===== src/rtl/rv_emu_retire_cmp_pkg.sv =====
// Shared types for the emulator-vs-CPU retire comparator: record layout,
// per-field compare enables and the field-wise difference function.
package RV_EMU_params_pkg;

    typedef enum logic [2:0] {
        IT_ALU,
        IT_LOAD,
        IT_STORE,
        IT_BRANCH,
        IT_JUMP,
        IT_CSR,
        IT_SYSTEM,
        _internal_error_
    } INSTR_TYPE;

    localparam int NUM_CHECKS = 15;
    typedef logic [NUM_CHECKS-1:0] CHECKS;

    localparam int CHK_PC          = 0;
    localparam int CHK_RS1_RD      = 1;
    localparam int CHK_RS1_ADDR    = 2;
    localparam int CHK_RS2_RD      = 3;
    localparam int CHK_RS2_ADDR    = 4;
    localparam int CHK_GPR_WR      = 5;
    localparam int CHK_GPR_ADDR    = 6;
    localparam int CHK_GPR_DATA    = 7;
    localparam int CHK_CSR_WR      = 8;
    localparam int CHK_CSR_WR_DATA = 9;
    localparam int CHK_CSR_RD      = 10;
    localparam int CHK_CSR_RD_DATA = 11;
    localparam int CHK_EXC         = 12;
    localparam int CHK_EVENTS      = 13;
    localparam int CHK_MODE        = 14;

    typedef struct packed {
        logic        valid;
        logic [4:0]  cause;
        logic [31:0] tval;
        logic [31:0] epc;
    } EXC_INFO;

    typedef struct packed {
        logic [31:0] pc;
        logic        rs1_rd;
        logic [4:0]  rs1_addr;
        logic        rs2_rd;
        logic [4:0]  rs2_addr;
        logic        gpr_wr;
        logic [4:0]  gpr_addr;
        logic [31:0] gpr_data;
        logic        csr_wr;
        logic [31:0] csr_wr_data;
        logic        csr_rd;
        logic [31:0] csr_rd_data;
        EXC_INFO     exc;
        logic [7:0]  events;
        logic [1:0]  mode;
        INSTR_TYPE   itype;
    } RETIRE_REC;

    typedef struct packed {
        RETIRE_REC rec;
        CHECKS     chk;
    } FIFO_ENTRY;

    typedef enum logic {
        ST_RUN,
        ST_HALT
    } CMP_STATE;

    // Unmasked per-field difference; exception tval/epc only matter when the
    // emulator actually took an exception.
    function automatic CHECKS rec_diff(input RETIRE_REC emu, input RETIRE_REC cpu);
        CHECKS d;
        d                  = '0;
        d[CHK_PC]          = emu.pc != cpu.pc;
        d[CHK_RS1_RD]      = emu.rs1_rd != cpu.rs1_rd;
        d[CHK_RS1_ADDR]    = emu.rs1_addr != cpu.rs1_addr;
        d[CHK_RS2_RD]      = emu.rs2_rd != cpu.rs2_rd;
        d[CHK_RS2_ADDR]    = emu.rs2_addr != cpu.rs2_addr;
        d[CHK_GPR_WR]      = emu.gpr_wr != cpu.gpr_wr;
        d[CHK_GPR_ADDR]    = emu.gpr_addr != cpu.gpr_addr;
        d[CHK_GPR_DATA]    = emu.gpr_data != cpu.gpr_data;
        d[CHK_CSR_WR]      = emu.csr_wr != cpu.csr_wr;
        d[CHK_CSR_WR_DATA] = emu.csr_wr_data != cpu.csr_wr_data;
        d[CHK_CSR_RD]      = emu.csr_rd != cpu.csr_rd;
        d[CHK_CSR_RD_DATA] = emu.csr_rd_data != cpu.csr_rd_data;
        d[CHK_EXC]         = (emu.exc.valid != cpu.exc.valid) ||
                             (emu.exc.cause != cpu.exc.cause) ||
                             (emu.exc.valid && ((emu.exc.tval != cpu.exc.tval) ||
                                                (emu.exc.epc != cpu.exc.epc)));
        d[CHK_EVENTS]      = emu.events != cpu.events;
        d[CHK_MODE]        = emu.mode != cpu.mode;
        return d;
    endfunction

endpackage


===== src/rtl/rv_emu_rec_fifo.sv =====
// Synchronous FIFO of emulator retire records plus their compare enables.
// Pointers carry one extra wrap bit so full and empty are distinguishable.
module rv_emu_rec_fifo
    import RV_EMU_params_pkg::*;
#(
    parameter int DEPTH = 4
) (
    input  logic      clk_in,
    input  logic      reset_in,
    input  logic      push,
    input  FIFO_ENTRY push_data,
    input  logic      pop,
    output FIFO_ENTRY head,
    output logic      full,
    output logic      empty
);

    localparam int AW = $clog2(DEPTH);

    FIFO_ENTRY      mem [DEPTH];
    logic [AW:0]    wr_ptr;
    logic [AW:0]    rd_ptr;

    // NOTE: the storage array is deliberately not reset; the pointers alone
    // decide which slots hold live data, so clearing the array buys nothing.
    always_ff @(posedge clk_in) begin
        if (push && !full) begin
            mem[wr_ptr[AW-1:0]] <= push_data;
        end
    end

    always_ff @(posedge clk_in) begin
        if (reset_in) begin
            wr_ptr <= '0;
            rd_ptr <= '0;
        end else begin
            if (push && !full) begin
                wr_ptr <= wr_ptr + 1'b1;
            end
            if (pop && !empty) begin
                rd_ptr <= rd_ptr + 1'b1;
            end
        end
    end

    assign empty = (wr_ptr == rd_ptr);
    assign full  = (wr_ptr[AW] != rd_ptr[AW]) && (wr_ptr[AW-1:0] == rd_ptr[AW-1:0]);
    assign head  = mem[rd_ptr[AW-1:0]];

endmodule


===== src/rtl/rv_emu_retire_cmp.sv =====
// Lock-step retire comparator: buffers emulator retire records and checks
// each CPU retirement against the oldest one, with error counters and halt.
module rv_emu_retire_cmp
    import RV_EMU_params_pkg::*;
#(
    parameter int FIFO_DEPTH  = 4,
    parameter int TIMEOUT_CYC = 256,
    parameter int HALT_ON_ERR = 1
) (
    input  logic        clk_in,
    input  logic        reset_in,
    input  logic        emu_valid,
    output logic        emu_ready,
    input  RETIRE_REC   emu_rec,
    input  CHECKS       emu_chk,
    input  logic        cpu_valid,
    input  RETIRE_REC   cpu_rec,
    output logic        mismatch,
    output CHECKS       mismatch_mask,
    output INSTR_TYPE   mismatch_itype,
    output logic [31:0] match_cnt,
    output logic [15:0] err_cnt,
    output logic        underflow,
    output logic        timeout,
    output logic        halted
);

    localparam int IW = $clog2(TIMEOUT_CYC + 1);

    CMP_STATE  state;
    CMP_STATE  state_next;
    FIFO_ENTRY head;
    logic      full;
    logic      empty;
    logic      run;
    logic      push;
    logic      pop;
    logic      udf_evt;
    CHECKS     cmp_mask;
    logic      cmp_fail;
    logic      idle_count;
    logic      idle_hit;
    logic      err_evt;
    logic [IW-1:0] idle_cnt;

    rv_emu_rec_fifo #(
        .DEPTH     (FIFO_DEPTH)
    ) u_fifo (
        .clk_in    (clk_in),
        .reset_in  (reset_in),
        .push      (push),
        .push_data ({emu_rec, emu_chk}),
        .pop       (pop),
        .head      (head),
        .full      (full),
        .empty     (empty)
    );

    assign run       = (state == ST_RUN);
    assign emu_ready = run && !full;
    assign push      = emu_valid && emu_ready;
    assign pop       = run && cpu_valid && !empty;
    assign udf_evt   = run && cpu_valid && empty;
    assign cmp_mask  = rec_diff(head.rec, cpu_rec) & head.chk;
    assign cmp_fail  = (cmp_mask != '0);

    assign idle_count = run && !empty && !cpu_valid;
    assign idle_hit   = idle_count && (idle_cnt == IW'(TIMEOUT_CYC - 1));
    assign err_evt    = (pop && cmp_fail) || udf_evt || idle_hit;
    assign halted     = (state == ST_HALT);

    // NOTE: every sequential block uses non-blocking assignments so all
    // registers sample pre-edge values regardless of statement order.
    always_ff @(posedge clk_in) begin
        if (reset_in) begin
            state <= ST_RUN;
        end else begin
            state <= state_next;
        end
    end

    // NOTE: state_next is given a default before any branch so no path
    // leaves it unassigned, which would otherwise infer a latch.
    always_comb begin
        state_next = state;
        if (state == ST_RUN && HALT_ON_ERR != 0 && err_evt) begin
            state_next = ST_HALT;
        end
    end

    // Saturates at TIMEOUT_CYC so the timeout edge fires exactly once.
    always_ff @(posedge clk_in) begin
        if (reset_in || !idle_count) begin
            idle_cnt <= '0;
        end else if (idle_cnt != IW'(TIMEOUT_CYC)) begin
            idle_cnt <= idle_cnt + 1'b1;
        end
    end

    always_ff @(posedge clk_in) begin
        if (reset_in) begin
            mismatch       <= 1'b0;
            mismatch_mask  <= '0;
            mismatch_itype <= _internal_error_;
            match_cnt      <= '0;
            err_cnt        <= '0;
            underflow      <= 1'b0;
            timeout        <= 1'b0;
        end else begin
            mismatch <= pop && cmp_fail;
            if (pop) begin
                mismatch_mask <= cmp_mask;
                if (cmp_fail) begin
                    mismatch_itype <= head.rec.itype;
                end
            end
            if (pop && !cmp_fail && match_cnt != '1) begin
                match_cnt <= match_cnt + 1'b1;
            end
            if (((pop && cmp_fail) || udf_evt) && err_cnt != '1) begin
                err_cnt <= err_cnt + 1'b1;
            end
            if (udf_evt) begin
                underflow <= 1'b1;
            end
            if (idle_hit) begin
                timeout <= 1'b1;
            end
        end
    end

endmodule


===== config.mk =====
export PLATFORM = sky130hd
export DESIGN_NAME = rv_emu_retire_cmp
export DESIGN_NICKNAME = d
export VERILOG_FILES = /design/src/rtl/rv_emu_retire_cmp_pkg.sv /design/src/rtl/rv_emu_rec_fifo.sv /design/src/rtl/rv_emu_retire_cmp.sv
export SDC_FILE = /design/constraint.sdc
export NUM_CORES = 1
export LEC_CHECK = 0
export ABC_AREA = 1
export BUFFER_PORTS_ARGS = -buffer_cell sky130_fd_sc_hd__buf_2
export CORE_MARGIN = 2
export CORE_UTILIZATION = 30
export DETAILED_ROUTE_END_ITERATION = 16
export HOLD_SLACK_MARGIN = 0.03
export PLACE_DENSITY_LB_ADDON = 0.15
export SLEW_MARGIN = 20
export SYNTH_ARGS = -nofsm -noshare
export SYNTH_HDL_FRONTEND = slang
export SYNTH_SLANG_ARGS = --single-unit

===== constraint.sdc =====
create_clock -name clk_in -period 15.3 [get_ports clk_in]
set_input_delay 0.765 -clock clk_in [delete_from_list [all_inputs] [get_ports clk_in]]
set_output_delay 0.765 -clock clk_in [all_outputs]
set_load 0.02 [all_outputs]

==> qor.tcl, run 1 <==
set qor(grt_max_degree) 250
set qor(core-area_sq_mm) 0.152
set qor(synth_fp_nets) 4834
set qor(timing.final.max_slew_violations) 0
set qor(timing_worst_setup_path_type) {flip-flop to flip-flop}
set qor(drt_first_iter_violations) 2000
set qor(viasPerCell) 4.59
set qor(fin_util_pct) 36.0
set qor(vias) 32300
set qor(grt.total_usage_pct) 18.1
set qor(postCtsHoldBufs) 0
set qor(synth_cells) 4343
set qor(first_global_vias) 30000
set qor(clk_path_buf_depth) 3
set qor(postRouteWirelength_mm) 145
set qor(power_frac_seq_pct) 39.5
set qor(power.density_cell_area_mw_per_mm2) 170
set qor(detailedRoute.firstPassIterationCount) 7
set qor(result_of_the_run) {complete, no violations}
set qor(worst_hold_path_type) {input pin to flip-flop}
set qor(timing.critical_path.slowest_stage_cell) {sky130_fd_sc_hd__buf_4}
set qor(cts_max_level) 4
set qor(ys_seq_elements) 1071
set qor(internal-power_uw) 6030
set qor(swShare_pct) 35.1
set qor(ctsResizeCount) 0
set qor(setup_violations) 0
set qor(synth_top_family_by_area) {simple AND/OR/NAND/NOR gates}
set qor(clock-root-buffer) {sky130_fd_sc_hd__clkbuf_16}
set qor(seq_area_sq_mm) 0.0313
set qor(portBuffers) 548
set qor(tns_ns) 0
set qor(pwr-share-comb_pct) 28.9
set qor(worstSetupEndpointType) {flip-flop}
set qor(syn_std_cell_area_sq_mm) 0.0461
set qor(synth_compound_area_share_pct) 1.96
set qor(wl_per_cell_um) 20.6
set qor(post-route-drc-count) 0
set qor(critPathMaxStageDelay_ns) 0.77
set qor(fin_nets) 5369
set qor(final_min_period_over_clock_period_pct) 39.4
set qor(net-switching-power_uw) 3260
set qor(yosys.area_share.simple_pct) 24.8
set qor(worstPathCellList) {buf_4, buf_4, buf_4, nand3_1, nand2_1, xor2_1, nand2_1, nor2_1, nand2_1, nor2_1, nand2_1, nand2_1, nand3_1, nor2_4, nand2_4, nor2_4, nand2_2, nand2_1, a21oi_1}
set qor(cts_made_buffers) 131
set qor(cts_tree) {built}
set qor(yosysUniqueCellTypes) 39
set qor(worst_pin_slew_ns) 0.992
set qor(dp_hpwl_mm) 93.6
set qor(path_common_cell) {sky130_fd_sc_hd__nand2_1}
set qor(synth_xor_xnor_area_share_pct) 1.29
set qor(first_pass_grt_wire_length_mm) 207
set qor(unrepaired_setup_endpoints_after_global_routing) {false}
set qor(synth_fa_ha_area_share_pct) 0.271
set qor(crit_arrival_ns) 6.63
set qor(syn_avg_cell_area_sq_um) 10.6
set qor(floorplan.die_area_sq_mm) 0.157
set qor(setup.worst_path.start_class) {flip-flop}
set qor(drv_cap) 0
set qor(global_route.overflow_total) 0
set qor(skew_ns) 0.0269
set qor(initial_antenna_violation_count) 135
set qor(synth_area_leader_cell) {sky130_fd_sc_hd__edfxtp_1}
set qor(vdd_ir_drop_max_uv) 106
set qor(placement_rows) 143
set qor(power.leakage_uw) 0.0214
set qor(yosys_warnings) 0
set qor(multiInputGateArea_sq_mm) 0.0131
set qor(ys_seq_area_share_pct) 67.8
set qor(clkSinkCount) 1071
set qor(floorplan.initialDensity_pct) 30.3
set qor(die_x_um) 396
set qor(antenna_left) 0
set qor(worst-path-max-fanout) 55
set qor(cp_data_required_time_ns) 15.90
set qor(maxClockFrequency_mhz) 166
set qor(nFillCells) 15200
set qor(synth_area_leaders) {sky130_fd_sc_hd__edfxtp_1 (64%), sky130_fd_sc_hd__nand2_1 (13%), sky130_fd_sc_hd__nand3_1 (6.7%)}
set qor(gp_routability_congestion) 0.813
set qor(hold_viol_final) 0
set qor(chipHeight_um) 396
set qor(netlist.area_leader.share_pct) 64.0
set qor(power.clock.fraction_pct) 31.6
set qor(portion_of_netlist_area_occupied_by_mux_cells_pct) 0
set qor(ioPinCount) 552
set qor(synthToLayoutAreaGrowth_pct) 18.7
set qor(clkLatencyLatePin_ns) 0.74
set qor(drive_above_1_share_pct) 15.8
set qor(shortest_period_the_worst_path_allows_ns) 6.03
set qor(max-slew-margin-rel_pct) 33.9
set qor(postCtsSetupBuffers) 0
set qor(worst_setup_hold_path_clk_slew_ns) 0.06
==> cell usage in the layout (no fill, tap or decap), types with 20 or more instances in the layout <==
cell	n
sky130_fd_sc_hd__xor2_1	50
sky130_fd_sc_hd__nand2_1	1659
sky130_fd_sc_hd__buf_2	548
sky130_fd_sc_hd__a21oi_1	72
sky130_fd_sc_hd__o21ai_0	75
sky130_fd_sc_hd__buf_4	34
sky130_fd_sc_hd__inv_1	154
sky130_fd_sc_hd__edfxtp_1	984
sky130_fd_sc_hd__clkbuf_1	34
sky130_fd_sc_hd__clkinv_1	24
sky130_fd_sc_hd__nor2_1	218
sky130_fd_sc_hd__nand3_1	622
sky130_fd_sc_hd__nand3b_1	109
sky130_fd_sc_hd__clkbuf_16	135
sky130_fd_sc_hd__dfxtp_1	85
sky130_fd_sc_hd__diode_2	39
sky130_fd_sc_hd__nand4_1	20
==> worst max-delay path: cells and delay by family, from the launching register on <==
kind / cells / cell delay, ns
simple gates: 14 / 2.52
flops: 1 / 0.60
buf+inv: 3 / 2.15
xor+xnor: 1 / 0.37
compound gates: 1 / 0.07
==> power groups by stage <==
stage	registers, uW	logic [uW]	clock network [uW]
5_1_grt	3690	3070	3130
2_1_floorplan	3850	1870	0
3_3_place_gp	3730	2760	0
4_1_cts	3670	2790	3030
6_report	3670	2690	2940
3_5_place_dp	3730	2780	0
==> cell usage after synthesis, drive strengths merged <==
cell,n
a211oi,2
a21o,1
a21oi,74
and3,2
buf,164
clkbuf,20
dfxtp,87
edfxtp,984
ha,10
inv,157
nand2,1664
nand3,624
nand3b,109
nand4,20
nor2,225
nor3,17
nor3b,2
nor4,11
nor4b,1
o21ai,79
o22a,1
o22ai,16
or2,5
xnor2,18
xor2,50
==> metal layers <==
layer	vias up	global-route usage (%)	share of wire [%]
met5	-	0	0.45
li1	16000	-	-
met1	15100	23.1	43
met4	102	4.66	2.3
met3	344	5.97	7.7
met2	778	29.5	47
==> cell type report <==
class / instances / area share, %
diodes: 39 / 0.178
clock buffers: 173 / 6.50
clock inverters: 60 / 0.907
inverters: 157 / 1.15
multi-input cells: 2931 / 23.9
flip-flops and latches: 1071 / 57.1
well taps: 2030 / 4.64
repair buffers: 586 / 5.62
==> final timing paths <==
check	start	end	slack [ns]	cells past startpoint
worst max register to register	flip-flop	match_cnt[20]	9.27	19
worst min register to register	timeout	timeout	0.45	2
worst min-delay path	emu_rec[108]	u_fifo.mem[0][123]	0.24	1
worst max-delay path	flip-flop	match_cnt[20]	9.27	19
==> per-stage QoR <==
stage          std cells  hold WS [ns]  worst slack, ns  power (uW)  area [sq um]
3_5_place_dp        6775         0.442             9.10        6510         50600
6_report            7047         0.241             9.27        9290         54800
4_1_cts             7008         0.156             9.11        9490         54700
3_3_place_gp        6775         0.439             9.09        6490         50600
2_1_floorplan       4343         0.443             3.13        5720         46100
5_1_grt             7022         0.189             8.77        9900         54700
==> cells by family after synthesis <==
kind of cell / Yosys count
buf+inv: 341
fa+ha+maj: 10
simple gates: 2680
flops: 1071
compound gates: 173
xor+xnor: 68
==> registers in the layout, summed over array words and instances (netlist names), 3 cells and up, named ones only <==
register,cells
match_cnt,32
idle_cnt,9
err_cnt,16
u_fifo.rd_ptr,3
mismatch_mask,15
u_fifo.wr_ptr,3
mismatch_itype,3
u_fifo.mem,984
(Power assumes the default switching activity.)
==> run 2: changes to the inputs <==
Clock period 15.3 ns to 5.2 ns, I/O delays scaled along.
==> run 2 against run 1 <==
Die area is the same. Non-clock buffer count grew 276. Clock skew about the same. Register-to-register slack worse by 8.5 ns. Largest power group unchanged.
==> qor.tcl, run 2 (same netlist as run 1, synthesis figures left out) <==
set qor(cts_max_level) 4
set qor(clk_path_buf_depth) 3
set qor(worst_hold_path_type) {input pin to flip-flop}
set qor(postCtsSetupBuffers) 0
set qor(maxClockFrequency_mhz) 228
set qor(wl_per_cell_um) 20.1
set qor(drive_above_1_share_pct) 15.4
set qor(result_of_the_run) {complete, no violations}
set qor(power_frac_seq_pct) 38.6
set qor(setup.worst_path.start_class) {flip-flop}
set qor(seq_area_sq_mm) 0.0313
set qor(power.density_cell_area_mw_per_mm2) 482
set qor(final_min_period_over_clock_period_pct) 84.3
set qor(pwr-share-comb_pct) 30.1
set qor(net-switching-power_uw) 9790
set qor(critPathTopFamily) {simple AND/OR/NAND/NOR gates}
set qor(viasPerCell) 4.57
set qor(cp_data_required_time_ns) 5.80
set qor(detailedRoute.firstPassIterationCount) 5
set qor(worst-path-max-fanout) 121
set qor(cts_made_buffers) 131
set qor(internal-power_uw) 18100
set qor(placement_rows) 143
set qor(synthToLayoutAreaGrowth_pct) 25.2
set qor(swShare_pct) 35.1
set qor(skew_ns) 0.0272
set qor(multiInputGateArea_sq_mm) 0.0131
set qor(worstSetupEndpointType) {flip-flop}
set qor(clkSinkCount) 1071
set qor(crit_arrival_ns) 4.98
set qor(fin_area_sq_mm) 0.0578
set qor(ioPinCount) 552
set qor(portBuffers) 548
set qor(cts_tree) {built}
set qor(placedInstanceArea_sq_mm) 0.0511
set qor(grt_max_degree) 122
set qor(clock-root-buffer) {sky130_fd_sc_hd__clkbuf_16}
set qor(fin_util_pct) 37.9
set qor(die_x_um) 396
set qor(chipHeight_um) 396
set qor(nFillCells) 15000
set qor(timing.final.max_slew_violations) 0
set qor(drv_cap) 0
set qor(worstPathCellList) {clkinv_16, buf_4, nand2_1, nand3_1, nand2_1, xor2_1, nand2_1, nor2_1, nand2_1, nor2_1, nand2_1, nand2_1, nand3_1, nor2_4, nand2_4, nor2_4, nand2_2, nand2_1, a21oi_1}
set qor(vdd_ir_drop_max_uv) 314
set qor(clkLatencyLatePin_ns) 0.77
set qor(first_pass_grt_wire_length_mm) 212
set qor(timing.critical_path.slowest_stage_cell) {sky130_fd_sc_hd__dfxtp_4}
set qor(power.clock.fraction_pct) 31.4
set qor(path_common_cell) {sky130_fd_sc_hd__nand2_1}
set qor(initial_antenna_violation_count) 104
set qor(postRouteWirelength_mm) 147
set qor(global_route.overflow_total) 0
set qor(floorplan.die_area_sq_mm) 0.157
set qor(antenna_left) 0
set qor(core-area_sq_mm) 0.152
set qor(grt.total_usage_pct) 18.4
set qor(critical_path.n_buffers_inverters) 2
set qor(setup_violations) 0
set qor(drt_first_iter_violations) 1973
set qor(max_reg_flops) 984
set qor(first_global_vias) 31300
set qor(power.leakage_uw) 0.0227
set qor(floorplan.initialDensity_pct) 30.3
set qor(vias) 33400
set qor(fin_nets) 5645
set qor(shortest_period_the_worst_path_allows_ns) 4.38
set qor(post-route-drc-count) 0
set qor(worst_setup_hold_path_clk_slew_ns) 0.06
set qor(dp_hpwl_mm) 96.9
set qor(layout_common_cells) {sky130_fd_sc_hd__nand2_1 (1659), sky130_fd_sc_hd__edfxtp_1 (984), sky130_fd_sc_hd__nand3_1 (622)}
set qor(unrepaired_setup_endpoints_after_global_routing) {false}
set qor(worst_pin_slew_ns) 1.01
set qor(timing_worst_setup_path_type) {flip-flop to flip-flop}
set qor(gp_routability_congestion) 0.801
set qor(critPathMaxStageDelay_ns) 0.53
set qor(final_common_cell) {sky130_fd_sc_hd__nand2_1}
set qor(max-slew-margin-rel_pct) 32.8
set qor(hold_viol_final) 0
## run 2: cell types whose count changed in the layout (fill, tap and decap cells not counted), sizes merged
cell / change
dlygate4sd3: +252
buf: +24
diode: -8
clkbuf: +1
clkinvlp: +1
inv: +1
## run 2: worst paths after layout
path                     start               end  slack (ns)  cells after the start
setup / recovery     flip-flop     match_cnt[20]        0.82                     19
hold / removal    cpu_rec[186]  mismatch_mask[5]        0.05                      4
setup reg to reg     flip-flop     match_cnt[20]        0.82                     19
hold reg to reg      underflow         underflow        0.46                      2
## run 2: per-layer routing
metal / share of wire, % / track usage, % / up-vias
li1: - / - / 16600
met3: 7.4 / 6.04 / 284
met5: 0.38 / 0 / -
met4: 2.2 / 5.37 / 86
met1: 43 / 23.7 / 15700
met2: 47 / 29.3 / 795
## run 2: repair_timing
action                                  CTS  global route
resized for setup                         0             0
hold buffers                            252             0
endpoints found under the hold margin  1002             0
## run 2: metrics by stage
stage / power, uW / TNS (ns) / hold slack (ns) / worst slack, ns / cells
after floorplan: 16600 / -1997.71 / 0.359 / -2.71 / 4343
after global placement: 19300 / 0 / 0.439 / 0.762 / 6799
after detailed placement: 19300 / 0 / 0.443 / 0.728 / 6799
after CTS: 28400 / 0 / 0.0491 / 0.699 / 7287
after global routing: 29600 / 0 / 0.0883 / 0.366 / 7309
final: 27900 / 0 / 0.0546 / 0.815 / 7318
## run 2: tightest hold or removal path, stage by stage
cell and delay [ns]:
sky130_fd_sc_hd__buf_2 0.09, sky130_fd_sc_hd__nand3_1 0.07, sky130_fd_sc_hd__nand3_1 0.23, sky130_fd_sc_hd__a21oi_1 0.12
## run 2: area by class of cell
| class | count | share of cell area (%) |
|---|---|---|
| clock inverters | 62 | 0.855 |
| multi-input cells | 2931 | 22.6 |
| clock buffers | 174 | 6.24 |
| repair buffers | 862 | 10.5 |
| flip-flops and latches | 1071 | 54.2 |
| diodes | 31 | 0.134 |
| inverters | 157 | 1.09 |
| well taps | 2030 | 4.40 |
## run 2: power by group through the flow
stage	Sequential, uW	Combinational [uW]	Clock (uW)
final	10700	8380	8740
after global routing	10800	9450	9350
after CTS	10700	8610	9020
after detailed placement	10900	8410	0
after global placement	10900	8340	0
after floorplan	11100	5510	0
